[src/rtl/fft_frame_sequencer_if.sv]
// Bundle of the sample-buffer ports and the two FFT Avalon-ST streams used by
// fft_frame_sequencer. The master side is the sequencer; the slave side is the
// buffer RAM plus FFT core seen from the parent.
interface fft_frame_sequencer_if #(
    parameter int AW = 13
) ();
    // Sample buffer write port
    logic          buf_wr_en;
    logic [AW-1:0] buf_wr_addr;
    logic [31:0]   buf_wr_data;
    // Sample buffer read port (fixed 1-cycle read latency)
    logic [AW-1:0] buf_rd_addr;
    logic [31:0]   buf_rd_data;
    // FFT sink (input) stream, ready latency 0
    logic          sink_valid;
    logic          sink_sop;
    logic          sink_eop;
    logic [31:0]   sink_real;
    logic          sink_ready;
    // FFT source (output) stream
    logic          source_valid;
    logic          source_sop;
    logic          source_eop;
    logic [31:0]   source_real;
    logic [31:0]   source_imag;
    logic          source_ready;

    modport master (
        output buf_wr_en, buf_wr_addr, buf_wr_data, buf_rd_addr,
        input  buf_rd_data,
        output sink_valid, sink_sop, sink_eop, sink_real,
        input  sink_ready,
        input  source_valid, source_sop, source_eop, source_real, source_imag,
        output source_ready
    );

    modport slave (
        input  buf_wr_en, buf_wr_addr, buf_wr_data, buf_rd_addr,
        output buf_rd_data,
        input  sink_valid, sink_sop, sink_eop, sink_real,
        output sink_ready,
        output source_valid, source_sop, source_eop, source_real, source_imag,
        input  source_ready
    );
endinterface

[src/rtl/fft_frame_sequencer.sv]
// Frame-level controller for the tuner FFT path: captures one frame of audio
// samples into the external buffer, streams it into the FFT with full
// backpressure, then scans the FFT output for the strongest lower-half bin.
module fft_frame_sequencer #(
    parameter int FRAME_LEN = 8192,
    parameter int AW        = $clog2(FRAME_LEN)
) (
    input  logic                  CLOCK_50,
    input  logic                  AUD_ADCLRCK,
    input  logic                  i_enable,
    input  logic                  i_smp_valid,
    input  logic [31:0]           i_smp_data,
    fft_frame_sequencer_if.master bus,
    output logic [AW-1:0]         o_peak_bin,
    output logic [32:0]           o_peak_mag,
    output logic                  o_result_valid,
    output logic                  o_drop_flag,
    output logic                  o_busy
);

    localparam logic [AW-1:0] LAST_ADDR = AW'(FRAME_LEN - 1);
    localparam logic [AW-1:0] ADDR_ZERO = {AW{1'b0}};
    localparam logic [AW-1:0] ADDR_ONE  = {{(AW-1){1'b0}}, 1'b1};

    typedef enum logic [2:0] {
        ST_IDLE    = 3'd0,
        ST_CAPTURE = 3'd1,
        ST_STREAM  = 3'd2,
        ST_DRAIN   = 3'd3,
        ST_RESULT  = 3'd4
    } state_t;

    // Two's-complement magnitude; the most negative value maps to 2^31,
    // which still fits in 32 unsigned bits.
    function automatic logic [31:0] f_abs32(input logic [31:0] v);
        logic [31:0] r;
        if (v[31]) begin
            r = ~v + 32'd1;
        end else begin
            r = v;
        end
        return r;
    endfunction

    // |re| + |im| widened to 33 bits so the 2^31 + 2^31 corner cannot overflow.
    function automatic logic [32:0] f_mag(input logic [31:0] re, input logic [31:0] im);
        return {1'b0, f_abs32(re)} + {1'b0, f_abs32(im)};
    endfunction

    state_t        r_state;
    state_t        w_next;

    logic [AW-1:0] r_wr_cnt;
    logic [AW-1:0] r_rd_ptr;      // next buffer address to read
    logic [AW-1:0] r_rd_cur;      // address of the beat currently presented
    logic          r_rd_done;     // all FRAME_LEN reads issued
    logic          r_sink_valid;
    logic          r_sink_sop;
    logic          r_sink_eop;

    logic [AW-1:0] r_bin_cnt;
    logic [AW-1:0] r_max_bin;
    logic [32:0]   r_max_mag;
    logic [AW-1:0] r_peak_bin;
    logic [32:0]   r_peak_mag;
    logic          r_result_valid;
    logic          r_drop_flag;
    logic          r_busy;
    logic          r_source_ready;

    logic          w_wr_fire;
    logic          w_wr_last;
    logic          w_rd_issue;
    logic          w_sink_acc;
    logic          w_eop_acc;
    logic          w_src_acc;
    logic          w_src_last;
    logic [AW-1:0] w_bin;
    logic [32:0]   w_mag;
    logic          w_cand;
    logic [AW-1:0] w_base_bin;
    logic [32:0]   w_base_mag;
    logic [AW-1:0] w_max_bin;
    logic [32:0]   w_max_mag;

    // Handshake qualifiers shared by the FSM and the datapath.
    always_comb begin
        w_wr_fire  = (r_state == ST_CAPTURE) && i_smp_valid;
        w_wr_last  = w_wr_fire && (r_wr_cnt == LAST_ADDR);
        w_sink_acc = r_sink_valid && bus.sink_ready;
        w_eop_acc  = w_sink_acc && r_sink_eop;
        // A new read may only be launched when the presented beat is empty
        // or leaving this cycle, so the read data never overruns it.
        w_rd_issue = (r_state == ST_STREAM) && !r_rd_done &&
                     (!r_sink_valid || bus.sink_ready);
        w_src_acc  = bus.source_valid && r_source_ready;
        w_src_last = w_src_acc && bus.source_eop;
    end

    // Frame state register.
    always_ff @(posedge CLOCK_50 or posedge AUD_ADCLRCK) begin
        if (AUD_ADCLRCK) begin
            r_state <= ST_IDLE;
        end else begin
            r_state <= w_next;
        end
    end

    // Next-state decode.
    always_comb begin
        w_next = r_state;
        case (r_state)
            ST_IDLE: begin
                if (i_enable) begin
                    w_next = ST_CAPTURE;
                end else begin
                    w_next = ST_IDLE;
                end
            end
            ST_CAPTURE: begin
                if (w_wr_last) begin
                    w_next = ST_STREAM;
                end else begin
                    w_next = ST_CAPTURE;
                end
            end
            ST_STREAM: begin
                if (w_eop_acc) begin
                    w_next = ST_DRAIN;
                end else begin
                    w_next = ST_STREAM;
                end
            end
            ST_DRAIN: begin
                if (w_src_last) begin
                    w_next = ST_RESULT;
                end else begin
                    w_next = ST_DRAIN;
                end
            end
            ST_RESULT: begin
                w_next = ST_IDLE;
            end
            default: begin
                w_next = ST_IDLE;
            end
        endcase
    end

    // Capture write counter; the AW-bit counter wraps to 0 on the last write.
    always_ff @(posedge CLOCK_50 or posedge AUD_ADCLRCK) begin
        if (AUD_ADCLRCK) begin
            r_wr_cnt <= ADDR_ZERO;
        end else if (w_wr_fire) begin
            r_wr_cnt <= r_wr_cnt + ADDR_ONE;
        end else begin
            r_wr_cnt <= r_wr_cnt;
        end
    end

    // Read sequencing and sink framing. The buffer's own read register acts as
    // the output data register: when no new read is issued the last address is
    // re-presented, so sink_real holds while the FFT stalls.
    always_ff @(posedge CLOCK_50 or posedge AUD_ADCLRCK) begin
        if (AUD_ADCLRCK) begin
            r_rd_ptr     <= ADDR_ZERO;
            r_rd_cur     <= ADDR_ZERO;
            r_rd_done    <= 1'b0;
            r_sink_valid <= 1'b0;
            r_sink_sop   <= 1'b0;
            r_sink_eop   <= 1'b0;
        end else if (r_state != ST_STREAM) begin
            r_rd_ptr     <= ADDR_ZERO;
            r_rd_cur     <= ADDR_ZERO;
            r_rd_done    <= 1'b0;
            r_sink_valid <= 1'b0;
            r_sink_sop   <= 1'b0;
            r_sink_eop   <= 1'b0;
        end else if (w_rd_issue) begin
            r_rd_cur     <= r_rd_ptr;
            r_rd_ptr     <= r_rd_ptr + ADDR_ONE;
            r_rd_done    <= (r_rd_ptr == LAST_ADDR);
            r_sink_valid <= 1'b1;
            r_sink_sop   <= (r_rd_ptr == ADDR_ZERO);
            r_sink_eop   <= (r_rd_ptr == LAST_ADDR);
        end else if (w_sink_acc) begin
            r_sink_valid <= 1'b0;
            r_sink_sop   <= 1'b0;
            r_sink_eop   <= 1'b0;
        end else begin
            r_sink_valid <= r_sink_valid;
            r_sink_sop   <= r_sink_sop;
            r_sink_eop   <= r_sink_eop;
        end
    end

    // Per-beat magnitude and running-maximum update for the FFT output.
    always_comb begin
        if (bus.source_sop) begin
            w_bin      = ADDR_ZERO;
            w_base_bin = ADDR_ZERO;
            w_base_mag = 33'd0;
        end else begin
            w_bin      = r_bin_cnt;
            w_base_bin = r_max_bin;
            w_base_mag = r_max_mag;
        end
        w_mag  = f_mag(bus.source_real, bus.source_imag);
        // Bins 1 .. FRAME_LEN/2-1 only: DC and the mirrored half are skipped.
        w_cand = (w_bin != ADDR_ZERO) && (w_bin[AW-1] == 1'b0);
        if (w_src_acc && w_cand && (w_mag > w_base_mag)) begin
            w_max_bin = w_bin;
            w_max_mag = w_mag;
        end else if (w_src_acc) begin
            w_max_bin = w_base_bin;
            w_max_mag = w_base_mag;
        end else begin
            w_max_bin = r_max_bin;
            w_max_mag = r_max_mag;
        end
    end

    // Bin counter and running maximum registers.
    always_ff @(posedge CLOCK_50 or posedge AUD_ADCLRCK) begin
        if (AUD_ADCLRCK) begin
            r_bin_cnt <= ADDR_ZERO;
            r_max_bin <= ADDR_ZERO;
            r_max_mag <= 33'd0;
        end else if (w_src_acc) begin
            r_bin_cnt <= w_bin + ADDR_ONE;
            r_max_bin <= w_max_bin;
            r_max_mag <= w_max_mag;
        end else begin
            r_bin_cnt <= r_bin_cnt;
            r_max_bin <= r_max_bin;
            r_max_mag <= r_max_mag;
        end
    end

    // Result registers, loaded with the final maximum as the last bin is
    // accepted so they are valid during the RESULT cycle.
    always_ff @(posedge CLOCK_50 or posedge AUD_ADCLRCK) begin
        if (AUD_ADCLRCK) begin
            r_peak_bin     <= ADDR_ZERO;
            r_peak_mag     <= 33'd0;
            r_result_valid <= 1'b0;
        end else if (w_src_last) begin
            r_peak_bin     <= w_max_bin;
            r_peak_mag     <= w_max_mag;
            r_result_valid <= 1'b1;
        end else begin
            r_peak_bin     <= r_peak_bin;
            r_peak_mag     <= r_peak_mag;
            r_result_valid <= 1'b0;
        end
    end

    // Sticky overrun flag plus registered status decoded from the next state.
    always_ff @(posedge CLOCK_50 or posedge AUD_ADCLRCK) begin
        if (AUD_ADCLRCK) begin
            r_drop_flag    <= 1'b0;
            r_busy         <= 1'b0;
            r_source_ready <= 1'b0;
        end else begin
            r_drop_flag    <= r_drop_flag ||
                              (i_smp_valid && i_enable && (r_state != ST_CAPTURE));
            r_busy         <= (w_next != ST_IDLE);
            r_source_ready <= (w_next == ST_DRAIN);
        end
    end

    // Buffer write port is driven straight from the strobe (zero-latency write).
    assign bus.buf_wr_en    = w_wr_fire;
    assign bus.buf_wr_addr  = r_wr_cnt;
    assign bus.buf_wr_data  = w_wr_fire ? i_smp_data : 32'd0;
    assign bus.buf_rd_addr  = w_rd_issue ? r_rd_ptr : r_rd_cur;

    assign bus.sink_valid   = r_sink_valid;
    assign bus.sink_sop     = r_sink_sop;
    assign bus.sink_eop     = r_sink_eop;
    assign bus.sink_real    = r_sink_valid ? bus.buf_rd_data : 32'd0;
    assign bus.source_ready = r_source_ready;

    assign o_peak_bin       = r_peak_bin;
    assign o_peak_mag       = r_peak_mag;
    assign o_result_valid   = r_result_valid;
    assign o_drop_flag      = r_drop_flag;
    assign o_busy           = r_busy;

endmodule

[src/flat_wrapper.sv]
// flat-port wrapper written by rule: the top's interface ports become plain ports
module fft_frame_sequencer_flat 
#(
    parameter int FRAME_LEN = 8192,
    parameter int AW        = $clog2(FRAME_LEN)
)
  (CLOCK_50, AUD_ADCLRCK, i_enable, i_smp_valid, i_smp_data, o_peak_bin, o_peak_mag, o_result_valid, o_drop_flag, o_busy, bus_buf_wr_en, bus_buf_wr_addr, bus_buf_wr_data, bus_buf_rd_addr, bus_buf_rd_data, bus_sink_valid, bus_sink_sop, bus_sink_eop, bus_sink_real, bus_sink_ready, bus_source_valid, bus_source_sop, bus_source_eop, bus_source_real, bus_source_imag, bus_source_ready);
  fft_frame_sequencer_if #(.AW(AW)) bus_i ();
  input  logic CLOCK_50;
  input  logic AUD_ADCLRCK;
  input  logic i_enable;
  input  logic i_smp_valid;
  input  logic [31:0] i_smp_data;
  output logic [AW-1:0] o_peak_bin;
  output logic [32:0] o_peak_mag;
  output logic o_result_valid;
  output logic o_drop_flag;
  output logic o_busy;
  output wire logic [$bits(bus_i.buf_wr_en)-1:0] bus_buf_wr_en;
  output wire logic [$bits(bus_i.buf_wr_addr)-1:0] bus_buf_wr_addr;
  output wire logic [$bits(bus_i.buf_wr_data)-1:0] bus_buf_wr_data;
  output wire logic [$bits(bus_i.buf_rd_addr)-1:0] bus_buf_rd_addr;
  input wire logic [$bits(bus_i.buf_rd_data)-1:0] bus_buf_rd_data;
  output wire logic [$bits(bus_i.sink_valid)-1:0] bus_sink_valid;
  output wire logic [$bits(bus_i.sink_sop)-1:0] bus_sink_sop;
  output wire logic [$bits(bus_i.sink_eop)-1:0] bus_sink_eop;
  output wire logic [$bits(bus_i.sink_real)-1:0] bus_sink_real;
  input wire logic [$bits(bus_i.sink_ready)-1:0] bus_sink_ready;
  input wire logic [$bits(bus_i.source_valid)-1:0] bus_source_valid;
  input wire logic [$bits(bus_i.source_sop)-1:0] bus_source_sop;
  input wire logic [$bits(bus_i.source_eop)-1:0] bus_source_eop;
  input wire logic [$bits(bus_i.source_real)-1:0] bus_source_real;
  input wire logic [$bits(bus_i.source_imag)-1:0] bus_source_imag;
  output wire logic [$bits(bus_i.source_ready)-1:0] bus_source_ready;
  assign bus_buf_wr_en = bus_i.buf_wr_en;
  assign bus_buf_wr_addr = bus_i.buf_wr_addr;
  assign bus_buf_wr_data = bus_i.buf_wr_data;
  assign bus_buf_rd_addr = bus_i.buf_rd_addr;
  assign bus_i.buf_rd_data = bus_buf_rd_data;
  assign bus_sink_valid = bus_i.sink_valid;
  assign bus_sink_sop = bus_i.sink_sop;
  assign bus_sink_eop = bus_i.sink_eop;
  assign bus_sink_real = bus_i.sink_real;
  assign bus_i.sink_ready = bus_sink_ready;
  assign bus_i.source_valid = bus_source_valid;
  assign bus_i.source_sop = bus_source_sop;
  assign bus_i.source_eop = bus_source_eop;
  assign bus_i.source_real = bus_source_real;
  assign bus_i.source_imag = bus_source_imag;
  assign bus_source_ready = bus_i.source_ready;
  fft_frame_sequencer #(.FRAME_LEN(FRAME_LEN), .AW(AW)) u_core (.CLOCK_50(CLOCK_50), .AUD_ADCLRCK(AUD_ADCLRCK), .i_enable(i_enable), .i_smp_valid(i_smp_valid), .i_smp_data(i_smp_data), .bus(bus_i), .o_peak_bin(o_peak_bin), .o_peak_mag(o_peak_mag), .o_result_valid(o_result_valid), .o_drop_flag(o_drop_flag), .o_busy(o_busy));
endmodule
[config.mk]
export PLATFORM = sky130hd
export DESIGN_NAME = fft_frame_sequencer_flat
export DESIGN_NICKNAME = d
export VERILOG_FILES = /design/src/rtl/fft_frame_sequencer_if.sv /design/src/rtl/fft_frame_sequencer.sv /design/src/flat_wrapper.sv
export SDC_FILE = /design/constraint.sdc
export NUM_CORES = 1
export LEC_CHECK = 0
export ABC_AREA = 1
export CAP_MARGIN = 10
export CORE_UTILIZATION = 50
export CTS_BUF_LIST = sky130_fd_sc_hd__clkbuf_8
export DETAILED_ROUTE_END_ITERATION = 8
export PLACE_DENSITY = 0.77
export SETUP_SLACK_MARGIN = 0.1
export SLEW_MARGIN = 25
export SYNTH_ARGS = -nofsm -noshare
export SYNTH_HDL_FRONTEND = slang
export SYNTH_SLANG_ARGS = --single-unit
[constraint.sdc]
create_clock -name CLOCK_50 -period 9.98 [get_ports CLOCK_50]
set_input_delay 2.495 -clock CLOCK_50 [delete_from_list [all_inputs] [get_ports CLOCK_50]]
set_output_delay 2.495 -clock CLOCK_50 [all_outputs]
set_load 0.02 [all_outputs]
* Word-level counts from Yosys, hierarchy flattened
Cells that the tools add are included.
** Word-level totals
- Register bits after elaboration :: 155
- Input bits :: 136
- Output and inout bits :: 144
** Cells by class
- Bitwise operators :: 3
- Multiplexer cells :: 30
- Add/subtract/negate cells :: 6
- Eq/ne operators :: 8
- Reductions and logical operators :: 23
- $lt $le $gt $ge :: 1
** Operators by type and width (number)
- two-way mux 32 bit :: 4
- two-way mux 13 bit :: 8
- two-way mux 33 bit :: 3
- adder 32 x 1 -> 32 bit (second input constant) :: 2
- NOT 32 bit :: 2
- adder 13 x 1 -> 13 bit (second input constant) :: 3
- adder 32 x 32 -> 33 bit :: 1
- > comparator 33 bit :: 1
- equality test 13 bit (second input constant) :: 2
- logical AND 1 bit :: 13
- zero test 13 bit :: 1
- nonzero test 13 bit :: 1
- two-way mux 1 bit :: 12
- one-hot mux 3 bit (4 select lines) :: 1
- equality test 3 x 2 -> 1 bit (second input constant) :: 3
- nonzero test 3 bit :: 2
- equality test 3 x 1 -> 1 bit (second input constant) :: 1
- zero test 3 bit :: 1
- two-way mux 3 bit :: 1
- != test 3 x 1 -> 1 bit (second input constant) :: 1
- != test 3 x 2 -> 1 bit (second input constant) :: 1
- zero test 1 bit :: 2
- logical OR 1 bit :: 2
- two-way mux 2 bit :: 1
- 2 further kinds :: 2

* Logic depth before layout (Yosys ltp)
- Depth in word-level cells :: 7
- Mapped depth :: 38
- Gate-level depth less buffers :: 37

* Worst setup path after synthesis
No wires, ideal clock.
- Path kind :: in2reg
- Start point :: in bus_source_imag[1]
- End point :: reg u_core.r_max_mag[0]
- Data required time :: 9.861 ns
- Stages on the path :: 29
- Arrival :: 6.343 ns
- Library setup time :: 0.119 ns
- Buffers on the path :: 1
- Setup slack :: 3.518 ns
- Cells stage by stage :: inv_1 ha_1 nand3_1 nor3_1 nand4_1 o21ai_0 nand3_1 xor2_1 ha_1 nand2_1 nor2_1 and2_1 and2_1 nand2_1 nand2_1 nand2_1 nand2_1 ha_1 nand2_1 nor2_2 nand2_1 nor2_2 nand2_1 nor2_1 nor2_1 a21oi_4 buf_6 nand2_1 and2_1
** Between the ends
- Longest elaborated chain between the ends :: 7
** Ends and longest elaborated chain
- start: declaration :: line flat_wrapper.sv:33 : input wire logic [$bits(bus_i.source_imag)-1:0] bus_source_imag;
- NOT 32 bit :: line fft_frame_sequencer.sv:38 : r = ~v + 32'd1;
- adder 32 x 1 -> 32 bit :: line fft_frame_sequencer.sv:38
- two-way mux 32 bit (*) :: line fft_frame_sequencer.sv:37 : if (v[31]) begin
- adder 32 x 32 -> 33 bit (*) :: line fft_frame_sequencer.sv:47 : return {1'b0, f_abs32(re)} + {1'b0, f_abs32(im)};
- > comparator 33 bit (*) :: line fft_frame_sequencer.sv:211 : if (w_src_acc && w_cand && (w_mag > w_base_mag)) begin
- logical AND 1 bit (*) :: line fft_frame_sequencer.sv:211
- two-way mux 33 bit (*) :: line fft_frame_sequencer.sv:211
- end signal: assignment :: line fft_frame_sequencer.sv:232 : r_max_mag <= w_max_mag;
- end signal: assignment :: line fft_frame_sequencer.sv:236 : r_max_mag <= r_max_mag;
- end: declaration :: line fft_frame_sequencer.sv:63 : logic [32:0] r_max_mag;
Every way passes the cells marked *; elsewhere a longest branch is shown, timed or not.
A chain may end at the register's enable or synchronous reset.

* Final worst setup path
- Start point :: in bus_source_imag[0]
- End point :: reg u_core.r_max_mag[0]
** Between the ends
- Longest elaborated chain between the ends :: 7
** Ends and longest elaborated chain (line)
- NOT 32 bit :: fft_frame_sequencer.sv:38
- adder 32 x 1 -> 32 bit :: fft_frame_sequencer.sv:38
- two-way mux 32 bit (*) :: fft_frame_sequencer.sv:37
- adder 32 x 32 -> 33 bit (*) :: fft_frame_sequencer.sv:47
- > comparator 33 bit :: fft_frame_sequencer.sv:211
- logical AND 1 bit :: fft_frame_sequencer.sv:211
- two-way mux 33 bit (*) :: fft_frame_sequencer.sv:211
Marks and branches as above.

==> results.py <==
metrics = {
    "timing": {
        "relSlewSlack_pct": 30.9,
        "fin_crit_ps": 7910,
        "slew_violations": 0,
        "tightest_slew_ps": 1040,
        "finalHoldViolations": 0,
        "layout_setup_ws_ps": 2070,
        "setup_tns_ps": 0,
        "max_freq_mhz": 126,
        "post-route-period-util_pct": 79.3,
        "finalClockSkew_ps": 20.8,
        "finalSetupViolCount": 0,
        "hold_slack_ps": 484,
        "grt_setup_unrepaired": "false",
    },
    "finish": {
        "antenna_cells": 0,
        "nets": 2440,
        "area_delta_synth_final_pct": 26.8,
        "final_layout_size_suffix_gt1_share_pct": 3.57,
        "utilization_pct": 65.1,
    },
    "worst_setup_path": {
        "start_kind": "input pin",
        "max_stage_delay_ps": 550,
        "startpoint": "bus_source_imag[0]",
        "path_common_cell": "nand2_1",
        "cp_max_fo": 20,
        "timing.rr.start": "u_core.r_state[1]$_DFF_PP0_",
        "crit_slowest_cell": "o21ai_0",
        "worstPathRequired_ps": 10330,
        "worstPathArrival_ps": 8260,
        "cp-end-kind": "flop",
        "critPathKind": "input pin to flop",
    },
    "detailed_routing": {
        "dr.pass1.iters": 7,
        "route.detailed.drc": 0,
        "finalWirelength_um": 37400,
        "num_vias": 12800,
        "final_antenna_net_count": 0,
        "wl_per_cell_um": 14.6,
        "avgViaCountPerCell": 4.97,
        "drt_iter0_drc": 910,
    },
    "floorplanning": {
        "die_w_um": 161,
        "chipHeight_um": 161,
        "initial_core_util_pct": 51.3,
        "rows": 57,
        "design.core.area_um2": 24500,
        "pin_count": 280,
        "die_area_um2": 25800,
    },
    "cts": {
        "cts_buffers": 17,
        "post-cts-setup-buffer-count": 0,
        "clk_pin_slew_ps": 90,
        "cts_tree": "done",
        "clockBufferDepth": 2,
        "cts_sinks": 155,
        "cts-root-buf": "clkbuf_8",
        "cts.htree.levels": 4,
        "clk_latency_ps": 460,
        "cts-resized-gates": 0,
        "hold_buffers": 0,
    },
    "global_route": {
        "grt_usage_pct": 29.7,
        "grt_pass1_vias": 12300,
        "grt_pass1_wl_um": 61700,
        "grt-ovfl-total": 0,
        "antenna_found_initial": 0,
        "grt_max_degree": 85,
    },
    "power_and_ir_drop": {
        "p_total_mw": 1.72,
        "power.leakage_nw": 8.80,
        "powerDensity_nw_per_um2": 108,
        "vdd_drop_max_v": 0.0000931,
    },
    "logic_synthesis": {
        "synth_nets": 2182,
        "synth_cells": 1973,
        "yosysUniqueCellTypes": 48,
        "synth.area.top_cells": "dfrtp_1, nand2_1, inv_1",
        "synth-edff-count": 0,
        "yosys_warnings": 0,
        "netlist_area_um2": 12600,
        "ys.flop_type": "dfrtp_1",
        "synth_top_area_share_pct": 30.8,
        "synth.avg_cell_area_um2": 6.38,
        "async_reset_ff_share_pct": 100,
        "ys_seq_elements": 155,
        "ys_seq_area_share_pct": 30.8,
        "yosysMostFrequentCell": "nand2_1",
        "yosys.area.top_type": "dfrtp_1",
        "synth_common_cells": "nand2_1, inv_1, nor2_1, dfrtp_1, nand3_1",
    },
    "status": {
        "status": "complete, no violations",
    },
    "placed_design": {
        "gp_congestion": 0.898,
        "hpwl_um": 29600,
        "portBuffers": 279,
        "post-place-ws_ps": 1680,
    },
    "job": {
        "maxCapViolations": 0,
    },
    "hold_path": {
        "hp-start": "u_core.o_peak_mag[4]$_DFFE_PP0P_",
        "worst_hold_path_type": "flop to flop",
    },
}
layout by cell type, fill, tap and decap left out, types with 7 or more instances in the layout:
master,netlist,routed
dfrtp_1,155,154
and2_1,40,40
clkbuf_8,0,17
o21ai_0,39,39
a21oi_1,51,51
ha_1,72,72
nor4_1,10,10
inv_1,331,330
nand3_1,90,90
nand2_1,725,725
nand2_2,8,8
xnor2_1,31,31
clkdlybuf4s50_1,0,279
nand4_1,24,24
or2_2,12,12
nor2_1,197,197
nor3_1,29,29
buf_4,3,7
xor2_1,58,58
per-stage QoR:
| step | cell area, um^2 | std cells |
|---|---|---|
| after floorplan | 12600 | 1973 |
| after global placement | 15600 | 2536 |
| after detailed placement | 15600 | 2536 |
| after CTS | 16000 | 2568 |
| after global routing | 16000 | 2568 |
| final | 16000 | 2568 |
path summary, 6_finish.rpt:
kind,end,slack [ps],cells after the start
setup / recovery,u_core.r_max_mag[0]$_DFFE_PP0P_,2070,31
hold / removal,u_core.o_peak_mag[4]$_DFFE_PP0P_,480,2
setup reg to reg,u_core.r_rd_ptr[9]$_DFFE_PP0P_,7130,9
hold reg to reg,u_core.o_peak_mag[4]$_DFFE_PP0P_,480,2
max in group asynchronous,u_core.bus.sink_valid$_DFFE_PP0P_,5980,3
min in group asynchronous,u_core.r_bin_cnt[8]$_DFFE_PP0P_,2550,2
metal layers:
metal  track usage, %  vias to the layer above  routed length (um)
met5                0                        -                   0
met4             5.32                        0                 395
met3             3.95                       30                2050
met2             51.3                      391               18100
met1             40.0                     5824               16900
li1                 -                     6525                   -
power by group:
part / switching, mW / internal, mW / leakage [nW]
Sequential: 0.00000000494 / 0.627 / 2.12
Clock: 0.285 / 0.180 / 0.179
Combinational: 0.397 / 0.234 / 6.50
area by class of cell:
type                       count  area, um^2
fill                        2310        8570
multi-input combinational   1433        7180
sequential                   155        3880
timing repair buffer         286        2850
inverter                     338        1280
tap                          324         405
clock buffer                  17         234
clock inverter                15         139
worst max-delay path, delay by kind of cell:
family | cells | cell delay, ps
AND/OR/NAND/NOR | 20 | 2650
adder cells (fa/ha/maj) | 3 | 870
AO/OA/AOI/OAI | 2 | 1040
XOR/XNOR | 1 | 180
buffers and inverters | 5 | 1010
cells by family after synthesis:
group                      Yosys count  share of synthesized area (%)
and+or+nand+nor                   1158                           38.5
buffers and inverters              385                           12.1
DFF                                155                           30.8
AOI/OAI and AO/OA                  113                           5.07
xor gates and xnor gates            89                           6.19
adders and majority gates           73                           7.32
registers in the layout, summed over array words and instances, names as in the netlist:
| name | count |
|---|---|
| u_core.r_bin_cnt | 13 |
| u_core.r_max_mag | 33 |
| u_core.r_rd_done | 1 |
| u_core.r_rd_cur | 13 |
| u_core.bus.source_ready | 1 |
| u_core.bus.sink_valid | 1 |
| u_core.o_peak_mag | 33 |
| u_core.r_rd_ptr | 13 |
| u_core.r_max_bin | 13 |
| u_core.bus.buf_wr_addr | 13 |
| u_core.r_state | 3 |
| u_core.bus.sink_sop | 1 |
| u_core.o_busy | 1 |
| u_core.bus.sink_eop | 1 |
| u_core.o_peak_bin | 13 |
| u_core.o_drop_flag | 1 |
| u_core.o_result_valid | 1 |
Note: power is estimated with default switching activity, not from simulation.
